[src/rtl/pipe_hazard_ctrl.sv]
// Purpose : central stall/flush sequencer for the 5-stage pipeline; resolves
//           multi-cycle data-memory waits (with timeout), taken branches and
//           load-use hazards into per-register enable/flush/bubble controls.
// Latency : all controls are combinational from FSM state and current inputs.
// Backpressure: a memory wait freezes PC, IF/ID, ID/EX, EX/MEM and bubbles
//           MEM/WB until Mem_Ack. A timeout parks the block in ERR until Rst.
// Ports   : Clk/Rst (sync, active-high); ID_Rs/ID_Rt, EX_MemRead/EX_Rt,
//           EX_BrTaken, Mem_Req/Mem_Ack in; PC_Write, IFID_Write, IFID_Flush,
//           IDEX_Bubble, PipeHold, MEMWB_Bubble, Mem_Err, Stall_Cycles out.
// Option  : define HAZARD_STALL_STATS_EN to count PC-stall cycles in
//           Stall_Cycles (saturating); otherwise it is tied to zero.
module pipe_hazard_ctrl #(
  parameter int MEM_TIMEOUT = 16,
  parameter int CNT_W       = 5
) (
  input  logic        Clk,
  input  logic        Rst,
  input  logic [4:0]  ID_Rs,
  input  logic [4:0]  ID_Rt,
  input  logic        EX_MemRead,
  input  logic [4:0]  EX_Rt,
  input  logic        EX_BrTaken,
  input  logic        Mem_Req,
  input  logic        Mem_Ack,
  output logic        PC_Write,
  output logic        IFID_Write,
  output logic        IFID_Flush,
  output logic        IDEX_Bubble,
  output logic        PipeHold,
  output logic        MEMWB_Bubble,
  output logic        Mem_Err,
  output logic [31:0] Stall_Cycles
);

  typedef enum logic [1:0] {
    ST_RUN      = 2'd0,
    ST_MEM_WAIT = 2'd1,
    ST_ERR      = 2'd2
  } state_t;

  localparam logic [CNT_W-1:0] TIMEOUT_C = CNT_W'(MEM_TIMEOUT);

  state_t           state_q, state_d;
  logic [CNT_W-1:0] cnt_q, cnt_d;
  logic             mem_err_q, mem_err_d;
  logic             freeze;
  logic             load_use;

  // A load in EX whose destination feeds the instruction in ID. r0 is never
  // a real dependency.
  assign load_use = EX_MemRead && (EX_Rt != 5'd0) &&
                    ((EX_Rt == ID_Rs) || (EX_Rt == ID_Rt));

  // Next-state logic for the memory-wait FSM.
  always_comb begin
    state_d   = state_q;
    cnt_d     = cnt_q;
    mem_err_d = mem_err_q;
    freeze    = 1'b0;

    unique case (state_q)
      ST_RUN: begin
        // Ack without a request is ignored; req+ack together is zero-wait.
        if (Mem_Req && !Mem_Ack) begin
          freeze  = 1'b1;
          state_d = ST_MEM_WAIT;
          cnt_d   = CNT_W'(1);
        end
      end
      ST_MEM_WAIT: begin
        if (Mem_Ack) begin
          // Release cycle: MEM/WB captures the read data, pipe advances.
          state_d = ST_RUN;
          cnt_d   = '0;
        end else begin
          freeze = 1'b1;
          if (cnt_q < TIMEOUT_C) begin
            cnt_d = cnt_q + 1'b1;
          end else begin
            state_d   = ST_ERR;
            mem_err_d = 1'b1;
          end
        end
      end
      ST_ERR: begin
        freeze    = 1'b1;
        mem_err_d = 1'b1;
      end
      default: begin
        state_d = ST_RUN;
        cnt_d   = '0;
      end
    endcase

    if (Rst) begin
      state_d   = ST_RUN;
      cnt_d     = '0;
      mem_err_d = 1'b0;
    end
  end

  // Output decode: freeze > branch > load-use. Hazards seen during a freeze
  // stay visible because EX/ID are held, so they resolve on release.
  always_comb begin
    PC_Write     = 1'b1;
    IFID_Write   = 1'b1;
    IFID_Flush   = 1'b0;
    IDEX_Bubble  = 1'b0;
    PipeHold     = 1'b0;
    MEMWB_Bubble = 1'b0;
    Mem_Err      = 1'b0;

    if (!Rst) begin
      Mem_Err = mem_err_q;
      if (freeze) begin
        PC_Write     = 1'b0;
        IFID_Write   = 1'b0;
        PipeHold     = 1'b1;
        MEMWB_Bubble = 1'b1;
      end else if (EX_BrTaken) begin
        // Dependent instruction (if any) is flushed, so no load-use stall.
        IFID_Flush  = 1'b1;
        IDEX_Bubble = 1'b1;
      end else if (load_use) begin
        PC_Write    = 1'b0;
        IFID_Write  = 1'b0;
        IDEX_Bubble = 1'b1;
      end
    end
  end

  always_ff @(posedge Clk) begin
    state_q   <= state_d;
    cnt_q     <= cnt_d;
    mem_err_q <= mem_err_d;
  end

`ifdef HAZARD_STALL_STATS_EN
  logic [31:0] stall_q, stall_d;

  // Counts cycles in which the PC is held; flush-only cycles keep PC_Write=1.
  always_comb begin
    stall_d = stall_q;
    if (Rst) begin
      stall_d = 32'h0;
    end else if (!PC_Write && (stall_q != 32'hFFFF_FFFF)) begin
      stall_d = stall_q + 32'd1;
    end
  end

  always_ff @(posedge Clk) begin
    stall_q <= stall_d;
  end

  assign Stall_Cycles = Rst ? 32'h0 : stall_q;
`else
  assign Stall_Cycles = 32'h0;
`endif

endmodule

[config.mk]
export PLATFORM = sky130hd
export DESIGN_NAME = pipe_hazard_ctrl
export DESIGN_NICKNAME = d
export VERILOG_FILES = /design/src/rtl/pipe_hazard_ctrl.sv
export SDC_FILE = /design/constraint.sdc
export NUM_CORES = 1
export LEC_CHECK = 0
export ABC_CLOCK_PERIOD_IN_PS = 1760
export CORE_MARGIN = 2
export CORE_UTILIZATION = 34
export DETAILED_ROUTE_END_ITERATION = 6
export PLACE_DENSITY_LB_ADDON = 0.1
export SYNTH_ARGS = -nofsm -noshare
export SYNTH_HDL_FRONTEND = slang
export SYNTH_SLANG_ARGS = --single-unit
export TNS_END_PERCENT = 1
[constraint.sdc]
create_clock -name Clk -period 1.76 [get_ports Clk]
set_input_delay 0.264 -clock Clk [delete_from_list [all_inputs] [get_ports Clk]]
set_output_delay 0.264 -clock Clk [all_outputs]
set_load 0.005 [all_outputs]
==> results_dict.tcl, run 1 <==
set metrics [dict create \
    synth.area.mux_share 0.0371 \
    die_h_um 53.8 \
    drtIter0Drc 3 \
    cp_cell_sequence "clkdlybuf4s50_1, xor2_1, nor3_2, a22oi_2, o32a_1, clkbuf_2" \
    clock-sinks 8 \
    final_common_cell "conb_1" \
    fin_nets 163 \
    worst_slack_ns -0.0813 \
    synth_fa_ha_area_frac 0.0148 \
    final_cell_mix "32 x conb_1, 13 x clkdlybuf4s50_1, 11 x xor2_1, 9 x buf_4" \
    cts_tree "yes" \
    startpoint_type "input port" \
    grt_pass1_wl_um 2450 \
    cts_root_buffer "clkbuf_4" \
    critPathMaxFanout 2 \
    dieArea_mm2 0.00289 \
    row_count 18 \
    die_x_um 53.8 \
    cts_hold_repair.buffers 0 \
    synth_ff_type "dfxtp_1" \
    period_share 1.05 \
    violations "setup timing" \
    skew_ns 0.00546 \
    synth_top_family_by_area "buffers and inverters" \
    dpl_worst_slack_ns -0.576 \
    gp_congestion 0.697 \
    reg2reg_depth 5 \
    grt_pass1_vias 650 \
    cp_top_family "buffers and inverters" \
    avgRoutedWirePerCell_um 9.82 \
    r2r_slack_ns 0.40 \
    synth_compound_area_frac 0.125 \
    dp_hpwl_um 1390 \
    cpPeakStageDelay_ns 0.41 \
    placed_cell_area_mm2 0.00106 \
    diodes 0 \
    clk_latency_ns 0.25 \
    peakVddDrop_mv 0.224 \
    path_class "in2out" \
    netlist_area_um2 843 \
    worstPathRequired_ns 1.50 \
    setup_violations 2 \
    r2r_start "state_q[1]" \
    routed_wl_um 1660 \
    cts.htree.levels 1 \
    path_buf_inv 2 \
    initial_core_util 0.350 \
    fin_util 0.455 \
    area_growth_pct 30.1 \
    synth_cells 105 \
    reg2reg_to "cnt_q[3]" \
    syn-mean-instance-area_um2 8.03 \
    cts_buffers 3 \
    boundaryPins 60 \
    final_antenna_net_count 0 \
    path_depth 6 \
    via_count 709 \
    status "complete, but fails checks" \
    ys_ff_latch 8 \
    overflow 0 \
    fin_crit_ns 1.84 \
    fmax_ghz 0.543 \
    crit_path_start "ID_Rt[3]" \
    hold_viol_final 0 \
    core_area_mm2 0.00241 \
    ys_types 34 \
    synth_edf_count 0 \
    grt.total_usage 0.118 \
    endpoint_kind "output pin" \
    grt_max_degree 11 \
    port_buffers 27 \
    clk_pin_slew_worst_paths_ns 0.06 \
    antenna_found_initial 0 \
    cp.arrival_ns 1.58 \
    synth_xor_area_frac 0.125 \
    route.detailed.drc 0 \
    via_per_inst 4.20 \
    yosysWarnings 0 \
    synth-simple-area-share 0.182 \
    synthArstFlopShare 0 \
    dp.cells 165 \
    cts.path.max_buffers 2 \
    leakagePower_nw 0.541 \
    timing.hold.ws_ns 0.452 \
    cap_violations 0 \
    seq_area_frac_synth 0.190 \
    power_density_mw_per_mm2 441 \
    cpMaxStageDelayCell "clkdlybuf4s50_1" \
    drive_above_1_share 0.187 \
    num-fill-cells 257 \
    slew_violations 0 \
    fin_cells 169 \
    rsz0062_at_grt "true" \
    critPathCapture "PC_Write" \
    hp-class "reg2reg" \
    fin_area_mm2 0.00110 \
    dr.pass1.iters 3 \
]
-- cell usage after synthesis, types with 2 or more instances --
master / instances / area, um^2
o211ai_1: 3 / 22.5
o21a_1: 2 / 15.0
mux2i_1: 2 / 20.0
nor2_1: 9 / 33.8
dfxtp_1: 8 / 160
xor2_1: 11 / 96.3
nor3_1: 3 / 15.0
nor2b_1: 4 / 25.0
inv_1: 2 / 7.51
buf_4: 34 / 255
a21oi_1: 4 / 20.0
-- metrics by stage --
stage               power, mW  TNS [ns]
floorplan               0.317         0
global placement        0.351     -2.49
detailed placement      0.350     -2.48
CTS                     0.490    -0.670
global route            0.520    -0.295
finish                  0.484    -0.162
-- layer usage --
layer / track usage / routed length, um
met3: 0.0389 / 185
met2: 0.199 / 798
met1: 0.125 / 665
met4: 0.0769 / 10
met5: 0 / 0
-- worst min path at each step --
stage	from	to	slack (ns)	cells after the start
floorplan	mem_err_q	mem_err_q	0.43	2
global placement	mem_err_q	mem_err_q	0.44	2
detailed placement	mem_err_q	mem_err_q	0.44	2
CTS	mem_err_q	mem_err_q	0.45	2
global route	mem_err_q	mem_err_q	0.47	2
finish	mem_err_q	mem_err_q	0.45	2
-- report_power, final --
| part | total, mW | switching (mW) | internal (mW) |
|---|---|---|---|
| sequential | 0.189 | 0.00360 | 0.185 |
| combinational | 0.156 | 0.0733 | 0.0828 |
| clock | 0.139 | 0.0615 | 0.0780 |
-- tightest hold or removal path: cells and delay by family, from the launching register on --
| kind | cells | cell delay (ns) |
|---|---|---|
| flip-flops | 1 | 0.29 |
| buffers and inverters | 1 | 0.06 |
| AO/OA/AOI/OAI | 1 | 0.06 |
-- flip-flops by register name (all words and copies together) (netlist names) --
register / flops
cnt_q: 5
state_q: 2
mem_err_q: 1
-- what timing repair did --
| item | CTS | global route |
|---|---|---|
| resized for setup | 16 | 11 |
| setup buffers | 1 | 0 |
| hold endpoints to repair | 0 | 0 |
| setup endpoints to repair | 6 | 7 |
| pin swaps | 7 | 4 |
-- area by class of cell --
type	count	area [um^2]	share of cell area
Clock buffer	3	22.5	0.0205
Inverter	2	7.51	0.00684
Multi-Input combinational cell	90	548	0.499
Sequential cell	8	161	0.147
Tap cell	30	37.5	0.0342
Timing Repair Buffer	36	320	0.292
-- logic make-up (layout without fill, tap and decap cells) --
| group | count (synthesis) | count (layout) |
|---|---|---|
| DFF | 8 | 8 |
| muxes | 3 | 3 |
| AOI/OAI and AO/OA | 15 | 15 |
| and+or+nand+nor | 27 | 27 |
| other | 1 | 32 |
| adders and majority gates | 1 | 1 |
| buffers and inverters | 38 | 41 |
| xor gates and xnor gates | 12 | 12 |
(Power assumes the default switching activity.)
==> inputs of run 2 (changes only) <==
- ABC_CLOCK_PERIOD_IN_PS: 1760 -> 1500
- CAP_MARGIN: default -> 20
- CORE_UTILIZATION: 34 -> 31
- RECOVER_POWER: default -> 50
- clock period: 1.76 -> 1.5 ns (I/O delays scaled with it)
==> results_dict.tcl, run 2 (synthesized netlist as in run 1, its figures left out) <==
set metrics [dict create \
    cts_tree "yes" \
    grt.total_usage 0.110 \
    cts_root_buffer "clkbuf_4" \
    dpl_worst_slack_ns -0.750 \
    crit_path_start "Mem_Ack" \
    largest_reg_flops 5 \
    placed_cell_area_mm2 0.00108 \
    fin_crit_ns 1.74 \
    grt_max_degree 11 \
    row_count 18 \
    avgRoutedWirePerCell_um 9.39 \
    diodes 0 \
    cap_violations 0 \
    fin_util 0.447 \
    top_register "cnt_q" \
    reg2reg_depth 6 \
    status "complete, but fails checks" \
    area_growth_pct 33.7 \
    die_x_um 56.2 \
    grt_pass1_vias 653 \
    route.detailed.drc 0 \
    dieArea_mm2 0.00315 \
    critPathMaxFanout 3 \
    cp.arrival_ns 1.52 \
    min_path_cells 2 \
    hold_start "mem_err_q" \
    clk_pin_slew_worst_paths_ns 0.05 \
    cts.htree.levels 1 \
    clk_latency_ns 0.26 \
    gp_congestion 0.739 \
    worstPathRequired_ns 1.27 \
    port_buffers 27 \
    endpoint_kind "output pin" \
    total_power_mw 0.577 \
    multiInputGateArea_um2 561 \
    fin_area_mm2 0.00113 \
    violations "setup timing" \
    die_h_um 56.2 \
    power_frac_clock 0.298 \
    via_count 711 \
    cts.path.max_buffers 2 \
    grt_pass1_wl_um 2750 \
    fin_nets 168 \
    period_share 1.16 \
    area.sequential_um2 165 \
    skew_ns 0.00523 \
    cts_buffers 3 \
    reg_top3 "cnt_q (5), state_q (2), mem_err_q (1)" \
    worst_slack_ns -0.244 \
    initial_core_util 0.334 \
    power_switching_mw 0.171 \
    hold_viol_final 0 \
    core_area_mm2 0.00252 \
    timing.hold.ws_ns 0.463 \
    final_antenna_net_count 0 \
    setup_violations 6 \
    drtIter0Drc 7 \
    num-fill-cells 279 \
    rsz0062_at_grt "true" \
    p_int_mw 0.406 \
    final_cell_mix "32 x conb_1, 15 x dlygate4sd2_1, 13 x buf_4, 11 x xor2_1, 7 x nor2_1" \
    startpoint_type "input port" \
    dp_hpwl_um 1380 \
    via_per_inst 4.09 \
    dr.pass1.iters 2 \
    antenna_found_initial 0 \
    slew_violations 0 \
    peakVddDrop_mv 0.292 \
    cts_hold_repair.buffers 0 \
    clock-sinks 8 \
    overflow 0 \
    p_comb_frac 0.322 \
    fmax_ghz 0.573 \
    sw_frac_of_total 0.297 \
    final_common_cell "conb_1" \
    hp-class "reg2reg" \
    r2r_start "state_q[0]" \
    boundaryPins 60 \
    power_density_mw_per_mm2 511 \
    leakagePower_nw 0.537 \
    sequentialPowerShare 0.381 \
    path_class "in2out" \
    routed_wl_um 1630 \
    drive_above_1_share 0.236 \
]
run 2: cell count changes in the layout (fill, tap and decap cells not counted), sizes merged:
cell,delta
clkdlybuf4s50,-7
dlygate4sd2,+7
buf,+6
dlymetal6s2s,-3
clkdlybuf4s15,+2
run 2: critical path, stage by stage:
cell and delay, ns:
clkdlybuf4s50_1 0.45, nor2_2 0.17, a21oi_4 0.09, and3b_1 0.19
buf_4 0.13, o21bai_1 0.14, buf_2 0.13
run 2: area by class of cell:
cell class | instances | area share
Tap cell | 30 | 0.0333
Clock buffer | 3 | 0.0200
Sequential cell | 8 | 0.147
Timing Repair Buffer | 41 | 0.296
Multi-Input combinational cell | 90 | 0.497
Inverter | 2 | 0.00666
run 2: metal layers:
metal	GRT usage	vias to the layer above	routed length (um)
li1	-	363	-
met1	0.118	311	625
met2	0.190	35	809
met3	0.0488	2	180
met4	0.0408	0	18
met5	0	-	0
run 2: path summary, 6_finish.rpt:
path	end	slack, ns
worst min-delay path	mem_err_q	0.46
worst max-delay path	IDEX_Bubble	-0.24
worst min register to register	mem_err_q	0.46
worst max register to register	cnt_q[2]	0.11
run 2: repair_timing:
action / CTS / global route
buffers inserted: 3 / 1
gates resized for setup: 42 / 3
endpoints found under the setup margin: 7 / 6
pin swaps: 10 / 2
run 2: power groups by stage:
stage | registers [mW] | clock network, mW | logic [mW]
2_1_floorplan | 0.224 | 0 | 0.148
3_3_place_gp | 0.225 | 0 | 0.190
3_5_place_dp | 0.225 | 0 | 0.190
4_1_cts | 0.219 | 0.183 | 0.186
5_1_grt | 0.220 | 0.194 | 0.209
6_report | 0.219 | 0.172 | 0.185
run 2: per-stage QoR:
step                setup TNS [ns]  instances
floorplan                        0        136
global placement             -4.09        167
detailed placement           -4.13        167
CTS                          -1.19        173
global route                 -1.39        174
finish                      -0.857        174
